<file path="config.mk">
export PLATFORM = sky130hd
export DESIGN_NAME = fp_mult_seq_ctrl_flat
export DESIGN_NICKNAME = d
export VERILOG_FILES = /design/src/rtl/fp_mult_seq_ctrl_if.sv /design/src/rtl/fp_mult_seq_ctrl.sv /design/src/flat_wrapper.sv
export SDC_FILE = /design/constraint.sdc
export NUM_CORES = 1
export LEC_CHECK = 0
export CORE_MARGIN = 2
export CORE_UTILIZATION = 63
export DETAILED_ROUTE_END_ITERATION = 7
export GPL_TIMING_DRIVEN = 0
export PLACE_DENSITY = 0.87
export SYNTH_ARGS = -nofsm -noshare
export SYNTH_HDL_FRONTEND = slang
export SYNTH_SLANG_ARGS = --single-unit
export TNS_END_PERCENT = 5
</file>
<file path="constraint.sdc">
create_clock -name clk -period 11.25 [get_ports clk]
set_input_delay 2.25 -clock clk [delete_from_list [all_inputs] [get_ports clk]]
set_output_delay 2.25 -clock clk [all_outputs]
set_load 0.02 [all_outputs]
</file>
<file path="src/rtl/fp_mult_seq_ctrl_if.sv">
// Handshake bundle for the single-precision multiply controller.
// Input side:  in_valid/in_ready with op_a/op_b; a pair transfers on a rising
//              edge where in_valid && in_ready, and the requester holds op_a,
//              op_b and in_valid until that edge.
// Output side: out_valid/out_ready with result/flags; out_valid, result and
//              flags stay stable until a rising edge where out_valid && out_ready.
// state_dbg mirrors the controller state encoding (0 IDLE, 1 MULT, 2 NORM, 3 DONE).
interface fp_mult_seq_ctrl_if;
  logic        in_valid;
  logic        in_ready;
  logic [31:0] op_a;
  logic [31:0] op_b;
  logic        out_valid;
  logic        out_ready;
  logic [31:0] result;
  logic [2:0]  flags;
  logic        busy;
  logic [1:0]  state_dbg;

  modport master (
    output in_valid, op_a, op_b, out_ready,
    input  in_ready, out_valid, result, flags, busy, state_dbg
  );

  modport slave (
    input  in_valid, op_a, op_b, out_ready,
    output in_ready, out_valid, result, flags, busy, state_dbg
  );
endinterface

</file>
<file path="src/rtl/fp_mult_seq_ctrl.sv">
// Sequential IEEE-754 single-precision multiply controller.
// One operation in flight: capture operands, 24-cycle shift-add mantissa
// multiply, truncating normalization, then hold the result until accepted.
// Special operands (NaN/inf/zero, denormals flushed to zero) are detected in
// the first cycle after capture and skip straight to DONE.
module fp_mult_seq_ctrl (
  input  logic              clk,
  input  logic              reset,
  fp_mult_seq_ctrl_if.slave bus
);

  typedef enum logic [1:0] {
    IDLE = 2'd0,
    MULT = 2'd1,
    NORM = 2'd2,
    DONE = 2'd3
  } state_t;

  state_t      state_q, state_d;
  logic        sign_q, sign_d;
  logic [7:0]  ea_q, ea_d;
  logic [7:0]  eb_q, eb_d;
  logic [47:0] mcand_q, mcand_d;   // multiplicand, shifted left each MULT cycle
  logic [23:0] mplier_q, mplier_d; // multiplier, shifted right each MULT cycle
  logic [4:0]  cnt_q, cnt_d;
  logic [47:0] prod_q, prod_d;
  logic        out_valid_q, out_valid_d;
  logic [31:0] result_q, result_d;
  logic [2:0]  flags_q, flags_d;

  // Operand classification from the captured fields (valid while cnt_q == 0,
  // before the mantissa registers start shifting).
  logic a_zero, b_zero, a_inf, b_inf, a_nan, b_nan, special;
  assign a_zero  = (ea_q == 8'h00);
  assign b_zero  = (eb_q == 8'h00);
  assign a_inf   = (ea_q == 8'hFF) && (mcand_q[22:0] == 23'd0);
  assign b_inf   = (eb_q == 8'hFF) && (mplier_q[22:0] == 23'd0);
  assign a_nan   = (ea_q == 8'hFF) && (mcand_q[22:0] != 23'd0);
  assign b_nan   = (eb_q == 8'hFF) && (mplier_q[22:0] != 23'd0);
  assign special = a_zero | b_zero | a_inf | b_inf | a_nan | b_nan;

  // Biased exponent of the product, widened and signed so range checks
  // can see both overflow (>= 255) and underflow (<= 0).
  logic signed [9:0] e_raw, e_norm;
  logic [22:0]       mant;
  assign e_raw  = $signed({2'b00, ea_q}) + $signed({2'b00, eb_q}) - 10'sd127;
  assign e_norm = prod_q[47] ? (e_raw + 10'sd1) : e_raw;
  assign mant   = prod_q[47] ? prod_q[46:24] : prod_q[45:23];

  // State and datapath registers; reset aborts any operation in flight.
  always_ff @(posedge clk or posedge reset) begin
    if (reset) begin
      state_q     <= IDLE;
      sign_q      <= 1'b0;
      ea_q        <= 8'd0;
      eb_q        <= 8'd0;
      mcand_q     <= 48'd0;
      mplier_q    <= 24'd0;
      cnt_q       <= 5'd0;
      prod_q      <= 48'd0;
      out_valid_q <= 1'b0;
      result_q    <= 32'd0;
      flags_q     <= 3'd0;
    end else begin
      state_q     <= state_d;
      sign_q      <= sign_d;
      ea_q        <= ea_d;
      eb_q        <= eb_d;
      mcand_q     <= mcand_d;
      mplier_q    <= mplier_d;
      cnt_q       <= cnt_d;
      prod_q      <= prod_d;
      out_valid_q <= out_valid_d;
      result_q    <= result_d;
      flags_q     <= flags_d;
    end
  end

  // Next-state and datapath update for capture, multiply, normalize, hold.
  always_comb begin
    state_d     = state_q;
    sign_d      = sign_q;
    ea_d        = ea_q;
    eb_d        = eb_q;
    mcand_d     = mcand_q;
    mplier_d    = mplier_q;
    cnt_d       = cnt_q;
    prod_d      = prod_q;
    out_valid_d = out_valid_q;
    result_d    = result_q;
    flags_d     = flags_q;

    case (state_q)
      IDLE: begin
        if (bus.in_valid) begin
          sign_d   = bus.op_a[31] ^ bus.op_b[31];
          ea_d     = bus.op_a[30:23];
          eb_d     = bus.op_b[30:23];
          mcand_d  = {24'd0, 1'b1, bus.op_a[22:0]};
          mplier_d = {1'b1, bus.op_b[22:0]};
          cnt_d    = 5'd0;
          prod_d   = 48'd0;
          state_d  = MULT;
        end
      end

      MULT: begin
        if ((cnt_q == 5'd0) && special) begin
          if (a_nan || b_nan || (a_inf && b_zero) || (b_inf && a_zero)) begin
            result_d = 32'h7FC0_0000;
            flags_d  = 3'b100;
          end else if (a_inf || b_inf) begin
            result_d = {sign_q, 8'hFF, 23'd0};
            flags_d  = 3'b000;
          end else begin
            result_d = {sign_q, 31'd0};
            flags_d  = 3'b000;
          end
          out_valid_d = 1'b1;
          state_d     = DONE;
        end else begin
          prod_d   = prod_q + (mplier_q[0] ? mcand_q : 48'd0);
          mcand_d  = mcand_q << 1;
          mplier_d = mplier_q >> 1;
          cnt_d    = cnt_q + 5'd1;
          if (cnt_q == 5'd23) begin
            state_d = NORM;
          end
        end
      end

      NORM: begin
        if (e_norm >= 10'sd255) begin
          result_d = {sign_q, 8'hFF, 23'd0};
          flags_d  = 3'b010;
        end else if (e_norm <= 10'sd0) begin
          result_d = {sign_q, 31'd0};
          flags_d  = 3'b001;
        end else begin
          result_d = {sign_q, e_norm[7:0], mant};
          flags_d  = 3'b000;
        end
        out_valid_d = 1'b1;
        state_d     = DONE;
      end

      DONE: begin
        if (bus.out_ready) begin
          out_valid_d = 1'b0;
          state_d     = IDLE;
        end
      end

      default: state_d = IDLE;
    endcase
  end

  assign bus.in_ready  = (state_q == IDLE);
  assign bus.busy      = (state_q != IDLE);
  assign bus.out_valid = out_valid_q;
  assign bus.result    = result_q;
  assign bus.flags     = flags_q;
  assign bus.state_dbg = state_q;

endmodule

</file>
<file path="src/flat_wrapper.sv">
// flat-port wrapper written by rule: the top's interface ports become plain ports
module fp_mult_seq_ctrl_flat 
  (clk, reset, bus_in_valid, bus_op_a, bus_op_b, bus_out_ready, bus_in_ready, bus_out_valid, bus_result, bus_flags, bus_busy, bus_state_dbg);
  fp_mult_seq_ctrl_if bus_i ();
  input  logic clk;
  input  logic reset;
  input wire logic [$bits(bus_i.in_valid)-1:0] bus_in_valid;
  input wire logic [$bits(bus_i.op_a)-1:0] bus_op_a;
  input wire logic [$bits(bus_i.op_b)-1:0] bus_op_b;
  input wire logic [$bits(bus_i.out_ready)-1:0] bus_out_ready;
  output wire logic [$bits(bus_i.in_ready)-1:0] bus_in_ready;
  output wire logic [$bits(bus_i.out_valid)-1:0] bus_out_valid;
  output wire logic [$bits(bus_i.result)-1:0] bus_result;
  output wire logic [$bits(bus_i.flags)-1:0] bus_flags;
  output wire logic [$bits(bus_i.busy)-1:0] bus_busy;
  output wire logic [$bits(bus_i.state_dbg)-1:0] bus_state_dbg;
  assign bus_i.in_valid = bus_in_valid;
  assign bus_i.op_a = bus_op_a;
  assign bus_i.op_b = bus_op_b;
  assign bus_i.out_ready = bus_out_ready;
  assign bus_in_ready = bus_i.in_ready;
  assign bus_out_valid = bus_i.out_valid;
  assign bus_result = bus_i.result;
  assign bus_flags = bus_i.flags;
  assign bus_busy = bus_i.busy;
  assign bus_state_dbg = bus_i.state_dbg;
  fp_mult_seq_ctrl u_core (.clk(clk), .reset(reset), .bus(bus_i));
endmodule
</file>
# [Word-level counts from Yosys, hierarchy flattened]
# Index checks and enable logic that the tools add are counted.
[op_classes] n_mux=34 addsub=5 reduce_logical=28 eq_ne=11 n_lt_le_gt_ge=2 n_bitwise=6
[ops] op="48-bit 2-to-1 mux" count=5
[ops] op="48-bit one-hot mux with 2 select lines" count=2
[ops] op="31-bit 2-to-1 mux" count=3
[ops] op="32-bit 2-to-1 mux" count=2
[ops] op="32-bit one-hot mux with 2 select lines" count=1
[ops] op="48-bit adder" count=1
[ops] op="24-bit 2-to-1 mux" count=2
[ops] op="24-bit one-hot mux with 2 select lines" count=1
[ops] op="23-bit zero test" count=2
[ops] op="23-bit nonzero test" count=2
[ops] op="23-bit 2-to-1 mux" count=1
[ops] op="8-bit equality test (second input constant)" count=2
[ops] op="8-bit zero test" count=2
[ops] op="10-bit by 2-bit adder with 10-bit output (second input constant)" count=1
[ops] op="10-bit by 9-bit greater-or-equal comparator with 1-bit output (second input constant)" count=1
[ops] op="10-bit by 1-bit less-or-equal comparator with 1-bit output (second input constant)" count=1
[ops] op="10-bit 2-to-1 mux" count=1
[ops] op="5-bit 2-to-1 mux" count=2
[ops] op="5-bit one-hot mux with 2 select lines" count=1
[ops] op="10-bit by 8-bit subtractor with 10-bit output (second input constant)" count=1
[ops] op="8-bit by 8-bit adder with 9-bit output" count=1
[ops] op="3-bit 2-to-1 mux" count=3
[ops] op="3-bit AND reduction" count=3
[ops] op="2-bit 2-to-1 mux" count=4
[ops] op="20 further kinds" count=41
[word_totals] register_bits=180 word_cells=97

# [Longest topological paths before layout]
[logic_depth] word_depth=9 ltp_mapped=16 ltp_nobuf=15

# [Least setup slack after synthesis]
# OpenSTA, ideal clock, no wires.
[synth_timing] kind="reg-to-reg" startpoint="register u_core.eb_q[0]" endpoint="register u_core.result_q[10] (netlist: u_core.bus.result[10])" n_path_buf=1 path_stages_with_launch=16 path_slack_ns=7.478 required_time_ns=11.176 arrival_ns=3.698 synth_period_minus_slack_ns=3.772 setup_time_ns=0.074 cell_sequence="dfrtp_1 > ha_1 > inv_1 > fa_1 > inv_1 > ha_1 > xor2_1 > nand3_1 > o21bai_1 > a311oi_1 > a21oi_1 > xnor2_1 > a41o_1 > or4_4 > buf_6 > o21ai_2"
[synth_between] elab_chain_cells=9 word_cells_on_any_way=28 classes_between="3 x add/sub; 2 x order compare; 2 x eq/ne; 6 x mux; 5 x bitwise; 10 x reduce/logical"
[synth_rtl] item="from (decl)" line_no="fp_mult_seq_ctrl.sv:22" text="logic [7:0] eb_q, eb_d;"
[synth_rtl] item="from (signal assigned)" line_no="fp_mult_seq_ctrl.sv:56" text="eb_q <= 8'd0;"
[synth_rtl] item="from (signal assigned)" line_no="fp_mult_seq_ctrl.sv:68" text="eb_q <= eb_d;"
[synth_rtl] item="branches (longest 9 deep; another with 10-bit by 8-bit subtractor with 10-bit output)"
[synth_rtl] item="to (signal assigned)" line_no="fp_mult_seq_ctrl.sv:74" text="result_q <= result_d;"
[synth_rtl] item="to (decl)" line_no="fp_mult_seq_ctrl.sv:28" text="logic [31:0] result_q, result_d;"
# Several ways; the timed one is not identified. The select of a mux whose other input is x is not followed.
# A chain may end at the register's enable or synchronous reset.

# [Worst setup path after layout]
[layout_timing] startpoint="input bus_in_valid" endpoint="register u_core.prod_q[37]"
[layout_between] elab_chain_cells=2
[layout_rtl] item="from (decl)" line_no="flat_wrapper.sv:7" text="input wire logic [$bits(bus_i.in_valid)-1:0] bus_in_valid;"
[layout_rtl] item="2-bit inequality test (no source line)"
[layout_rtl] item="3-bit AND reduction (no source line)"
[layout_rtl] item="to (signal assigned)" line_no="fp_mult_seq_ctrl.sv:72" text="prod_q <= prod_d;"
[layout_rtl] item="to (decl)" line_no="fp_mult_seq_ctrl.sv:26" text="logic [47:0] prod_q, prod_d;"
# No other way between the ends.

==> impl_metrics.env <==
export IMPL_pre_cts_slack_ns=6.245
export IMPL_worst_setup_path_start_kind="input port"
export IMPL_cts_reportedPaths_clkPinSlew_ns=0.07
export IMPL_peakVddDrop_mv=0.2054
export IMPL_synth_area_leaders="dfrtp_1 40%, nand2_1 7.1%, ha_1 7.1%, mux2i_1 6.3%, o21ai_0 6.1%"
export IMPL_synth_top_area_cell="dfrtp_1"
export IMPL_die_h_um=138.0
export IMPL_cp_arrival_ns=5.00
export IMPL_wl_per_cell_um=17.15
export IMPL_syn_nets=1379
export IMPL_drv_cap=0
export IMPL_synth_edf_count=0
export IMPL_min_period_ns=4.654
export IMPL_tightest_slew_ns=0.8340
export IMPL_detail_route_antenna_nets=0
export IMPL_viasPerCell=6.134
export IMPL_drtIter0Drc=927
export IMPL_yosysSeqAreaShare_pct=39.80
export IMPL_maxSlewViolCount=0
export IMPL_cts_buffer_depth=2
export IMPL_grt_use_total_pct=29.14
export IMPL_place_gp_congestion=0.9336
export IMPL_rows=49
export IMPL_setup_viol=0
export IMPL_drt_wl_total_um=27680
export IMPL_utilization_pct=74.98
export IMPL_r2r_start="u_core.mplier_q[0]$_DFFE_PP0P_"
export IMPL_die_area_sq_mm=0.01905
export IMPL_path_class="input port to flip-flop"
export IMPL_final_cell_mix="214 x nand2_1, 180 x dfrtp_1, 138 x o21ai_0"
export IMPL_cts_tree="built"
export IMPL_synth_cell_types=86
export IMPL_pin_count=108
export IMPL_grt_first_pass_wirelength_um=46140
export IMPL_totalNegativeSetupSlack_ns=0
export IMPL_power_density_mw_per_mm2=269.3
export IMPL_synth_cells=1245
export IMPL_worst_slack_ns=6.596
export IMPL_grt_pass1_vias=9420
export IMPL_run_status="finished clean"
export IMPL_hold_violations=0
export IMPL_hp_start="u_core.bus.result[1]$_DFFE_PP0P_"
export IMPL_drive_above_1_share_pct=7.076
export IMPL_fin_nets=1506
export IMPL_yosys_area_top_type_share_pct=39.80
export IMPL_post_route_period_util_pct=41.37
export IMPL_critPathMaxFanout=10
export IMPL_fin_skew_ns=0.01142
export IMPL_async_reset_ff_share_pct=100.0
export IMPL_htreeDepth=4
export IMPL_antennaDiodeCount=0
export IMPL_grt_max_degree=129
export IMPL_crit_start="bus_in_valid"
export IMPL_numPortBuffers=107
export IMPL_postCtsSetupRepairBufs=0
export IMPL_ys_flop_type="dfrtp_1"
export IMPL_avgSynthCellArea_sq_um=9.091
export IMPL_rsz0062_at_grt="no"
export IMPL_drc_errors=0
export IMPL_synth_area_sq_mm=0.01132
export IMPL_dpl_hpwl_um=20350
export IMPL_hold_depth=2
export IMPL_post_cts_resized=0
export IMPL_leakagePower_nw=5.757
export IMPL_hold_buffers=0
export IMPL_vias=9900
export IMPL_ys_seq_elements=180
export IMPL_cts_root_buf="clkbuf_16"
export IMPL_dpl_cell_area_sq_mm=0.01271
export IMPL_r2r_worst_path_cells=13
export IMPL_layout_commonest_cell="nand2_1"
export IMPL_areaGrowthSynthToFinish_pct=17.79
export IMPL_min_path_type="flip-flop to flip-flop"
export IMPL_fmax_mhz=214.8
export IMPL_r2r_slack_ns=6.82
export IMPL_worst_ep_required_time_ns=11.60
export IMPL_die_width_um=138.0
export IMPL_antenna_found_initial=0
export IMPL_n_fill_cell=1243
export IMPL_clk_insertion_delay_late_ns=0.44
export IMPL_stdcell_area_sq_mm=0.01333
export IMPL_grt_ovfl_total=0
export IMPL_start_util_pct=63.66
export IMPL_relSlewSlack_pct=42.96
export IMPL_first_pass_iters=6
export IMPL_cts_sinks=180
export IMPL_core_area_sq_mm=0.01778
export IMPL_yosysWarnings=0
export IMPL_end_kind="flip-flop"
export IMPL_numCtsBuffers=17
[path summary, 6_finish.rpt]
kind,to
setup reg to reg,u_core.prod_q[47]$_DFFE_PP0P_
max in group asynchronous,u_core.mcand_q[21]$_DFFE_PP0P_
min in group asynchronous,u_core.bus.result[6]$_DFFE_PP0P_
hold reg to reg,u_core.bus.result[1]$_DFFE_PP0P_
setup / recovery,u_core.prod_q[37]$_DFFE_PP0P_
hold / removal,u_core.bus.result[1]$_DFFE_PP0P_
[through the flow]
stage	total power, mW	std cells	hold slack (ns)
detailed placement	2.935	1582	0.4652
global route	3.854	1614	0.5020
global placement	2.861	1581	0.4580
CTS	3.569	1614	0.4806
floorplan	2.410	1245	0.4495
finish	3.591	1614	0.4754
[critical path, stage by stage]
cell and delay (ns):
clkdlybuf4s50_1 0.46, nand2_1 0.10, o21ai_0 0.11, o21ai_1 0.33
clkbuf_1 0.49, clkbuf_1 0.47, clkbuf_1 0.54, nand2_1 0.14
o21ai_0 0.11
[metal layers]
metal  global-route usage, %  part of all wire, %
met1                   40.33                   44
met3                   4.122                  5.5
met4                   8.969                  2.2
met5                       0                    0
met2                   48.10                   48
[cell usage after synthesis (5+ instances only)]
master,number
dfrtp_1,180
o211ai_1,5
a21o_1,17
inv_1,25
o31ai_1,10
nor2_1,52
xnor2_1,24
nand2b_1,7
o21ai_0,138
a22o_1,5
o21ai_1,10
nor3_1,10
or3_1,7
o21ai_2,19
clkbuf_1,53
nand2_1,214
xor2_1,27
mux2_2,17
ha_1,64
nand3_1,16
or2_2,5
nor4_1,18
mux2i_1,71
and3_1,10
o21bai_1,10
a211oi_1,10
and2_1,54
o21a_1,5
nand4_1,10
o32ai_1,5
a31oi_1,5
nor2b_1,5
a21oi_1,53
[layout make-up]
| cell class | count | area (sq um) | share of cell area (%) |
|---|---|---|---|
| buffer | 60 | 242.7 | 1.821 |
| clock buffer | 19 | 452.9 | 3.397 |
| clock inverter | 13 | 160.2 | 1.201 |
| inverter | 25 | 101.3 | 0.7602 |
| multi-input combinational | 980 | 6485 | 48.64 |
| sequential | 180 | 4504 | 33.79 |
| tap | 229 | 286.5 | 2.149 |
| timing repair buffer | 108 | 1099 | 8.240 |
[power breakdown]
| part | leakage [nW] | switching [mW] | internal (mW) | total (mW) |
|---|---|---|---|---|
| Sequential | 2.38 | 0.170 | 0.841 | 1.01 |
| Combinational | 3.08 | 1.23 | 0.728 | 1.96 |
| Clock | 0.299 | 0.277 | 0.347 | 0.624 |
[flip-flops by register name (all words and copies together), names as in the netlist]
| name | cells |
|---|---|
| u_core.mcand_q | 48 |
| u_core.prod_q | 48 |
| u_core.bus.result | 32 |
| u_core.mplier_q | 24 |
| u_core.ea_q | 8 |
| u_core.eb_q | 8 |
| u_core.cnt_q | 5 |
| u_core.bus.flags | 3 |
| u_core.bus.state_dbg | 2 |
| u_core.bus.out_valid | 1 |
| u_core.sign_q | 1 |
[kinds of logic after synthesis]
kind of cell	synth area share [%]
compound gates	19.61
xor+xnor	4.234
fa+ha+maj	7.429
buf+inv	2.974
flops	39.80
mux	7.970
simple gates	17.99
(Power assumes the default switching activity.)
